===== config.mk =====
export PLATFORM = sky130hd
export DESIGN_NAME = bitstream_tx
export DESIGN_NICKNAME = d
export VERILOG_FILES = /design/src/rtl/tiny_fpga_pkg.sv /design/src/rtl/piso_shift_reg.sv /design/src/rtl/bitstream_tx.sv
export SDC_FILE = /design/constraint.sdc
export NUM_CORES = 1
export LEC_CHECK = 0
export CORE_UTILIZATION = 40
export CTS_CLUSTER_SIZE = 25
export DETAILED_ROUTE_END_ITERATION = 10
export PLACE_DENSITY = 0.69
export SLEW_MARGIN = 20
export SYNTH_ARGS = -nofsm -noshare
export SYNTH_HDL_FRONTEND = slang
export SYNTH_HIERARCHICAL = 1
export SYNTH_SLANG_ARGS = --single-unit

===== constraint.sdc =====
create_clock -name clk -period 4 [get_ports clk]
set_clock_uncertainty 0.15 [all_clocks]
set_input_delay 0.4 -clock clk [delete_from_list [all_inputs] [get_ports clk]]
set_output_delay 0.4 -clock clk [all_outputs]
set_load 0.05 [all_outputs]

===== src/rtl/tiny_fpga_pkg.sv =====
// Shared types and constants for the tiny FPGA configuration path.
package tiny_fpga_pkg;

  localparam int unsigned BITSTREAM_WORD_WIDTH = 8;

  typedef enum logic [1:0] {
    IDLE  = 2'd0,
    SHIFT = 2'd1,
    CKSUM = 2'd2
  } bitstream_tx_state_e;

endpackage


===== src/rtl/piso_shift_reg.sv =====
// Parallel-in serial-out shift register: load has priority over shift, MSB presented first.
module piso_shift_reg #(
  parameter int unsigned WIDTH = 8
) (
  input  logic             clk,
  input  logic             rst,
  input  logic             load,
  input  logic [WIDTH-1:0] load_data,
  input  logic             shift_en,
  output logic             msb
);

  logic [WIDTH-1:0] shreg;

  always_ff @(posedge clk) begin
    if (rst) begin
      shreg <= '0;
    end else if (load) begin
      shreg <= load_data;
    end else if (shift_en) begin
      shreg <= {shreg[WIDTH-2:0], 1'b0};
    end
  end

  assign msb = shreg[WIDTH-1];

endmodule


===== src/rtl/bitstream_tx.sv =====
// Serializes configuration words MSB-first onto a 1-bit AXI-stream.
// Optional trailing XOR checksum word when BITSTREAM_TX_CHECKSUM_EN is defined.
module bitstream_tx
  import tiny_fpga_pkg::*;
#(
  parameter int unsigned WORD_WIDTH = BITSTREAM_WORD_WIDTH
) (
  input  logic                  clk,
  input  logic                  rst,
  input  logic                  in_tvalid,
  output logic                  in_tready,
  input  logic [WORD_WIDTH-1:0] in_tdata,
  input  logic                  in_tlast,
  output logic                  out_tvalid,
  input  logic                  out_tready,
  output logic                  out_tdata,
  output logic                  out_tlast,
  output logic                  busy
);

  localparam int unsigned CNT_W = $clog2(WORD_WIDTH);
  localparam logic [CNT_W-1:0] LAST_CNT = CNT_W'(WORD_WIDTH - 1);

  bitstream_tx_state_e state, state_nxt;
  logic [CNT_W-1:0]    bit_cnt;
  logic                last_q;
  logic                accept;
  logic                out_hs;
  logic                last_bit;
  logic                piso_load;
  logic [WORD_WIDTH-1:0] piso_data;

  assign accept   = in_tvalid && in_tready;
  assign out_hs   = out_tvalid && out_tready;
  assign last_bit = (bit_cnt == LAST_CNT);

`ifdef BITSTREAM_TX_CHECKSUM_EN
  logic [WORD_WIDTH-1:0] checksum;
  logic                  cksum_start;
  logic                  cksum_done;

  assign cksum_start = (state == SHIFT) && out_hs && last_bit && last_q;
  assign cksum_done  = (state == CKSUM) && out_hs && last_bit;
  assign piso_load   = accept || cksum_start;
  assign piso_data   = accept ? in_tdata : checksum;

  // Running XOR of the frame; accept never coincides with cksum_done (in_tready is low in CKSUM)
  always_ff @(posedge clk) begin
    if (rst) begin
      checksum <= '0;
    end else if (accept) begin
      checksum <= checksum ^ in_tdata;
    end else if (cksum_done) begin
      checksum <= '0;
    end
  end
`else
  assign piso_load = accept;
  assign piso_data = in_tdata;
`endif

  always_ff @(posedge clk) begin
    if (rst) begin
      state <= IDLE;
    end else begin
      state <= state_nxt;
    end
  end

  always_comb begin
    state_nxt = state;
    case (state)
      IDLE: begin
        if (accept) state_nxt = SHIFT;
      end
      SHIFT: begin
        if (out_hs && last_bit && !accept) begin
`ifdef BITSTREAM_TX_CHECKSUM_EN
          state_nxt = last_q ? CKSUM : IDLE;
`else
          state_nxt = IDLE;
`endif
        end
      end
`ifdef BITSTREAM_TX_CHECKSUM_EN
      CKSUM: begin
        if (out_hs && last_bit) state_nxt = IDLE;
      end
`endif
      default: state_nxt = IDLE;
    endcase
  end

  // in_tready opens in SHIFT only on the final accepted bit of a non-last word for zero-bubble streaming
  always_comb begin
    in_tready  = 1'b0;
    out_tvalid = 1'b0;
    out_tlast  = 1'b0;
    busy       = 1'b0;
    case (state)
      IDLE: begin
        in_tready = 1'b1;
      end
      SHIFT: begin
        out_tvalid = 1'b1;
        busy       = 1'b1;
        in_tready  = last_bit && out_tready && !last_q;
`ifndef BITSTREAM_TX_CHECKSUM_EN
        out_tlast  = last_bit && last_q;
`endif
      end
`ifdef BITSTREAM_TX_CHECKSUM_EN
      CKSUM: begin
        out_tvalid = 1'b1;
        busy       = 1'b1;
        out_tlast  = last_bit;
      end
`endif
      default: begin
        in_tready = 1'b0;
      end
    endcase
  end

  always_ff @(posedge clk) begin
    if (rst) begin
      bit_cnt <= '0;
      last_q  <= 1'b0;
    end else begin
      if (piso_load) begin
        bit_cnt <= '0;
      end else if (out_hs) begin
        bit_cnt <= bit_cnt + CNT_W'(1);
      end
      if (accept) begin
        last_q <= in_tlast;
      end
    end
  end

  piso_shift_reg #(
    .WIDTH(WORD_WIDTH)
  ) u_piso (
    .clk      (clk),
    .rst      (rst),
    .load     (piso_load),
    .load_data(piso_data),
    .shift_en (out_hs),
    .msb      (out_tdata)
  );

endmodule


==> results.py, run 1 <==
metrics = {
    "sta": {
        "final_hold_viol_count": 0,
        "setup_viol": 0,
        "timing.fmax_ghz": 0.400,
        "tightest_slew_ns": 0.532,
        "rsz0062_at_grt": "no",
        "final.setup.tns_ns": 0,
        "relSlewSlack": 0.645,
        "finalCriticalPeriod_ns": 2.50,
        "timing.final.max_slew_violations": 0,
        "fin_hold_ws_ns": 0.363,
        "fin_crit_sh": 0.625,
    },
    "worst_setup_path": {
        "endpoint_kind": "primary output",
        "path_buf_inv": 1,
        "crit_slowest_cell": "clkdlybuf4s50_1",
        "crit_chain": "ha_1, ha_1, nand3b_1, nand2_1, clkdlybuf4s50_1",
        "cp_top_family": "buffers and inverters",
        "worst-setup-path-type": "flop to primary output",
        "worstPathRequired_ns": 3.45,
        "cp-start-kind": "flop",
        "arrival_ns": 1.95,
        "cp_common_cell": "ha_1",
        "path_max_fanout": 3,
        "cpPeakStageDelay_ns": 0.79,
    },
    "cts": {
        "clock_latency_ns": 0.27,
        "postCtsSetupRepairBufs": 0,
        "cts_buffer_depth": 2,
        "clk_pin_slew_ns": 0.08,
        "ctsResizeCount": 0,
        "cts_sinks": 13,
        "htree_levels": 1,
        "cts_hold_buf": 0,
        "cts_tree": "built",
        "numCtsBuffers": 3,
        "ctsRootBufferMaster": "clkbuf_4",
    },
    "synth": {
        "yosys.area.top_type_share": 0.414,
        "synthAdderAreaFrac": 0.0398,
        "synthCells": 63,
        "synth_top_family_by_area": "simple AND/OR/NAND/NOR gates",
        "synthXorXnorAreaFrac": 0.0139,
        "syn_nets": 78,
        "synth_seq_area_share": 0.414,
        "netlist_area_um2": 629,
        "synth_cell_types": 22,
        "synthMuxAreaShare": 0.143,
        "yosysTopAreaCell": "dfxtp_1",
        "yosysWarnings": 6,
        "synth_compound_area_frac": 0.145,
        "synth-simple-area-share": 0.181,
        "ys_seq_elements": 13,
        "synth.avg_cell_area_um2": 9.99,
        "synthTopCellsByArea": "dfxtp_1, mux2i_1, a211oi_1",
    },
    "power_and_ir_drop": {
        "cellPowerDensity_mw_per_mm2": 344,
        "leakage_nw": 0.326,
        "fin_total_pwr_mw": 0.281,
        "power_frac_seq": 0.513,
        "clock_power_share": 0.280,
        "switchingPower_mw": 0.0764,
        "intPower_mw": 0.204,
        "p_comb_frac": 0.207,
        "switching_share": 0.272,
        "peakVddDrop_uv": 232,
    },
    "route": {
        "dr.max_layer_used": "met3",
        "vias": 491,
        "wl_per_cell_um": 12.5,
        "wl_met3_um": 43,
        "totalWireLength_um": 1200,
        "met1Wirelength_um": 666,
        "dr_wl_met2_um": 486,
        "ant_nets": 0,
        "via_per_inst": 5.11,
        "drtPass1Iterations": 2,
        "drc": 0,
        "drt_iter0_markers": 8,
    },
    "run_status": {
        "run_status": "complete, no violations",
    },
    "final_layout": {
        "finalCoreUtilization": 0.590,
        "stdcell_count": 96,
        "drive_gt1_frac": 0.0988,
        "areaGrowthSynthToFinish_pct": 29.6,
        "n_antenna_cell": 0,
        "layout_commonest_cell": "clkdlybuf4s50_1",
        "most-common-layout-cells": "clkdlybuf4s50_1, dfxtp_1, mux2i_1",
        "layout.nets": 97,
    },
    "floorplanning": {
        "core_mm2": 0.00138,
        "die_area_mm2": 0.00174,
        "initial_utilization": 0.455,
        "io_pins": 18,
        "die_h_um": 41.7,
        "rows": 13,
        "die_w_um": 41.7,
    },
    "global_routing": {
        "antenna_found_initial": 0,
        "grt_pass1_wl_um": 1970,
        "grt_max_degree": 14,
        "grt_usage": 0.146,
        "grt-ovfl-total": 0,
        "grt_pass1_vias": 442,
    },
    "placement": {
        "globalplace.congestion": 0.643,
        "port_buffers": 17,
        "dp_cells": 92,
        "dp_hpwl_um": 845,
    },
    "job": {
        "drv_cap": 0,
    },
    "hold_path": {
        "hold_class": "flop to flop",
    },
}
-- power groups by stage --
| stage | Clock, mW | Combinational [mW] | Sequential [mW] |
|---|---|---|---|
| floorplan | 0 | 0.0318 | 0.151 |
| global placement | 0 | 0.0572 | 0.147 |
| detailed placement | 0 | 0.0580 | 0.147 |
| CTS | 0.0821 | 0.0584 | 0.144 |
| global route | 0.0880 | 0.0622 | 0.145 |
| finish | 0.0787 | 0.0582 | 0.144 |
-- sequential cells by signal, indices dropped and copies added (netlist names) --
name and flops:
u_piso/shreg 8, bit_cnt 3, last_q 1, state 1
-- layer usage --
metal,up-vias,GRT usage
li1,261,-
met5,-,0
met4,0,0.0194
met2,9,0.200
met1,221,0.213
met3,0,0.0652
-- cells in the mapped netlist --
cell,instances
buf_6,1
a21oi_1,3
nor3_2,1
or3b_1,1
a21oi_2,1
buf_4,1
dfxtp_1,13
xor2_1,1
nand3_1,1
nand3b_1,1
clkdlybuf4s18_2,1
mux2i_1,9
ha_1,2
nand2_1,4
nand2_2,1
nor2b_1,7
o21ai_0,1
inv_1,3
nor3_1,2
a211oi_1,7
and3_2,1
a21bo_2,1
-- tightest hold or removal path: stages, from the launching register on --
cell,delay [ns]
dfxtp_1,0.33
o21ai_0,0.07
a21oi_1,0.06
-- metrics by stage --
| step | setup WS, ns | area, um2 |
|---|---|---|
| after detailed placement | 1.52 | 790 |
| final | 1.50 | 816 |
| after floorplan | 2.24 | 629 |
| after CTS | 1.48 | 816 |
| after global placement | 1.55 | 790 |
| after global routing | 1.38 | 816 |
-- layout make-up --
cell class / instances / area (um2)
fillers: 119 / 567
multi-input cells: 44 / 329
flip-flops and latches: 13 / 260
repair buffers: 17 / 170
clock buffers: 4 / 26.3
well taps: 15 / 18.8
inverters: 3 / 11.3
-- kinds of logic (layout without fill, tap and decap cells) --
family / Yosys count / in the layout
and+or+nand+nor: 19 / 19
DFF: 13 / 13
buffers and inverters: 6 / 24
muxes: 9 / 9
xor gates and xnor gates: 1 / 1
adders and majority gates: 2 / 2
AOI/OAI and AO/OA: 13 / 13
-- final timing paths --
path	endpoint	cells past startpoint	from	slack, ns
setup / recovery	in_tready	5	bit_cnt[0]	1.50
setup reg to reg	u_piso/shreg[6]	6	bit_cnt[0]	1.94
hold / removal	last_q	2	last_q	0.36
hold reg to reg	last_q	2	last_q	0.36
No activity file was read; power rests on OpenSTA's default activity.
==> run 2, diff against run 1 <==
==> constraint.sdc (replaced) <==
create_clock -name clk -period 2.3 [get_ports clk]
set_clock_uncertainty 0.15 [all_clocks]
set_input_delay 0.23 -clock clk [delete_from_list [all_inputs] [get_ports clk]]
set_output_delay 0.23 -clock clk [all_outputs]
set_load 0.05 [all_outputs]
==> results.py, run 2 (synthesis results as in run 1) <==
metrics = {
    "worst_setup_path": {
        "cp-start-kind": "flop",
        "arrival_ns": 1.63,
        "cpPeakStageDelay_ns": 0.87,
        "worst-setup-path-type": "flop to primary output",
        "path_buf_inv": 1,
        "crit_chain": "clkdlybuf4s50_1",
        "worstPathRequired_ns": 1.92,
        "crit_slowest_cell": "clkdlybuf4s50_1",
        "cp_top_family": "buffers and inverters",
        "endpoint_kind": "primary output",
        "path_max_fanout": 9,
    },
    "cts": {
        "ctsResizeCount": 0,
        "postCtsSetupRepairBufs": 0,
        "numCtsBuffers": 3,
        "cts_sinks": 13,
        "ctsRootBufferMaster": "clkbuf_4",
        "clock_latency_ns": 0.27,
        "cts_hold_buf": 0,
        "clk_pin_slew_ns": 0.08,
        "cts_tree": "built",
        "cts_buffer_depth": 2,
        "htree_levels": 1,
    },
    "final_layout": {
        "largest-register": "u_piso/shreg",
        "most-common-layout-cells": "clkdlybuf4s50_1, dfxtp_1, mux2i_1",
        "largest_reg_flops": 8,
        "drive_gt1_frac": 0.134,
        "n_antenna_cell": 0,
        "finalCoreUtilization": 0.592,
        "layout_commonest_cell": "clkdlybuf4s50_1",
        "top_regs": "u_piso/shreg x8, bit_cnt x3",
        "areaGrowthSynthToFinish_pct": 30.0,
        "seq_area_um2": 260,
        "fillCellCount": 128,
        "layout.nets": 98,
        "multi_input_area_um2": 329,
    },
    "job": {
        "drv_cap": 0,
    },
    "sta": {
        "tightest_slew_ns": 0.496,
        "fin_hold_ws_ns": 0.363,
        "timing.fmax_ghz": 0.497,
        "fin_crit_sh": 0.875,
        "relSlewSlack": 0.668,
        "final.setup.tns_ns": 0,
        "fin_ws_ns": 0.288,
        "rsz0062_at_grt": "no",
        "timing.final.max_slew_violations": 0,
        "finalCriticalPeriod_ns": 2.01,
        "final_hold_viol_count": 0,
        "setup_viol": 0,
    },
    "placement": {
        "port_buffers": 17,
        "dp_hpwl_um": 875,
        "globalplace.congestion": 0.769,
        "pre_cts_ws_ns": 0.450,
    },
    "route": {
        "totalWireLength_um": 1190,
        "wl_per_cell_um": 12.3,
        "via_per_inst": 5.10,
        "drc": 0,
        "drtPass1Iterations": 4,
        "vias": 495,
        "drt_iter0_markers": 5,
        "ant_nets": 0,
    },
    "power_and_ir_drop": {
        "peakVddDrop_uv": 446,
        "leakage_nw": 0.333,
        "cellPowerDensity_mw_per_mm2": 600,
    },
    "floorplanning": {
        "rows": 13,
        "die_area_mm2": 0.00174,
        "die_w_um": 41.7,
        "core_mm2": 0.00138,
        "die_h_um": 41.7,
        "io_pins": 18,
        "initial_utilization": 0.455,
    },
    "global_routing": {
        "antenna_found_initial": 0,
        "grt_max_degree": 14,
        "grt_pass1_vias": 466,
        "grt-ovfl-total": 0,
        "grt_pass1_wl_um": 2060,
        "grt_usage": 0.155,
    },
    "hold_path": {
        "hold_class": "flop to flop",
    },
    "run_status": {
        "run_status": "complete, no violations",
    },
}
-- run 2: changes by cell type in the layout (fill, tap and decap cells not counted) --
cell / previous run / this run
buf_4: 0 / 3
clkdlybuf4s50_1: 17 / 15
-- run 2: stage by stage --
stage	power (mW)	instance area (um2)	cells
6_report	0.491	818	97
3_5_place_dp	0.357	792	93
5_1_grt	0.519	818	97
3_3_place_gp	0.357	792	93
2_1_floorplan	0.318	629	63
4_1_cts	0.498	818	97
-- run 2: per-layer routing --
layer | vias up | GRT usage | wire length, um | part of all wire
met5 | - | 0 | 0 | 0
met4 | 0 | 0.0387 | 9 | 0.0075
met3 | 2 | 0.0870 | 68 | 0.057
met2 | 10 | 0.228 | 523 | 0.44
met1 | 224 | 0.196 | 593 | 0.50
li1 | 259 | - | - | -
-- run 2: final timing paths --
path | endpoint | from | cells past startpoint | slack [ns]
hold reg to reg | last_q | last_q | 2 | 0.36
hold / removal | last_q | last_q | 2 | 0.36
setup / recovery | busy | state[0] | 1 | 0.29
setup reg to reg | u_piso/shreg[0] | bit_cnt[0] | 7 | 0.44
-- run 2: final cells by class --
cell class,count,share of cell area
Inverter,3,0.0138
Sequential cell,13,0.318
Timing Repair Buffer,18,0.211
Tap cell,15,0.0229
Clock buffer,4,0.0321
Multi-Input combinational cell,44,0.402
-- run 2: report_power, final --
| part | switching (mW) | internal (mW) | leakage [nW] |
|---|---|---|---|
| combinational | 0.0514 | 0.0497 | 0.211 |
| clock | 0.0723 | 0.0672 | 0.0150 |
| sequential | 0.0104 | 0.240 | 0.107 |
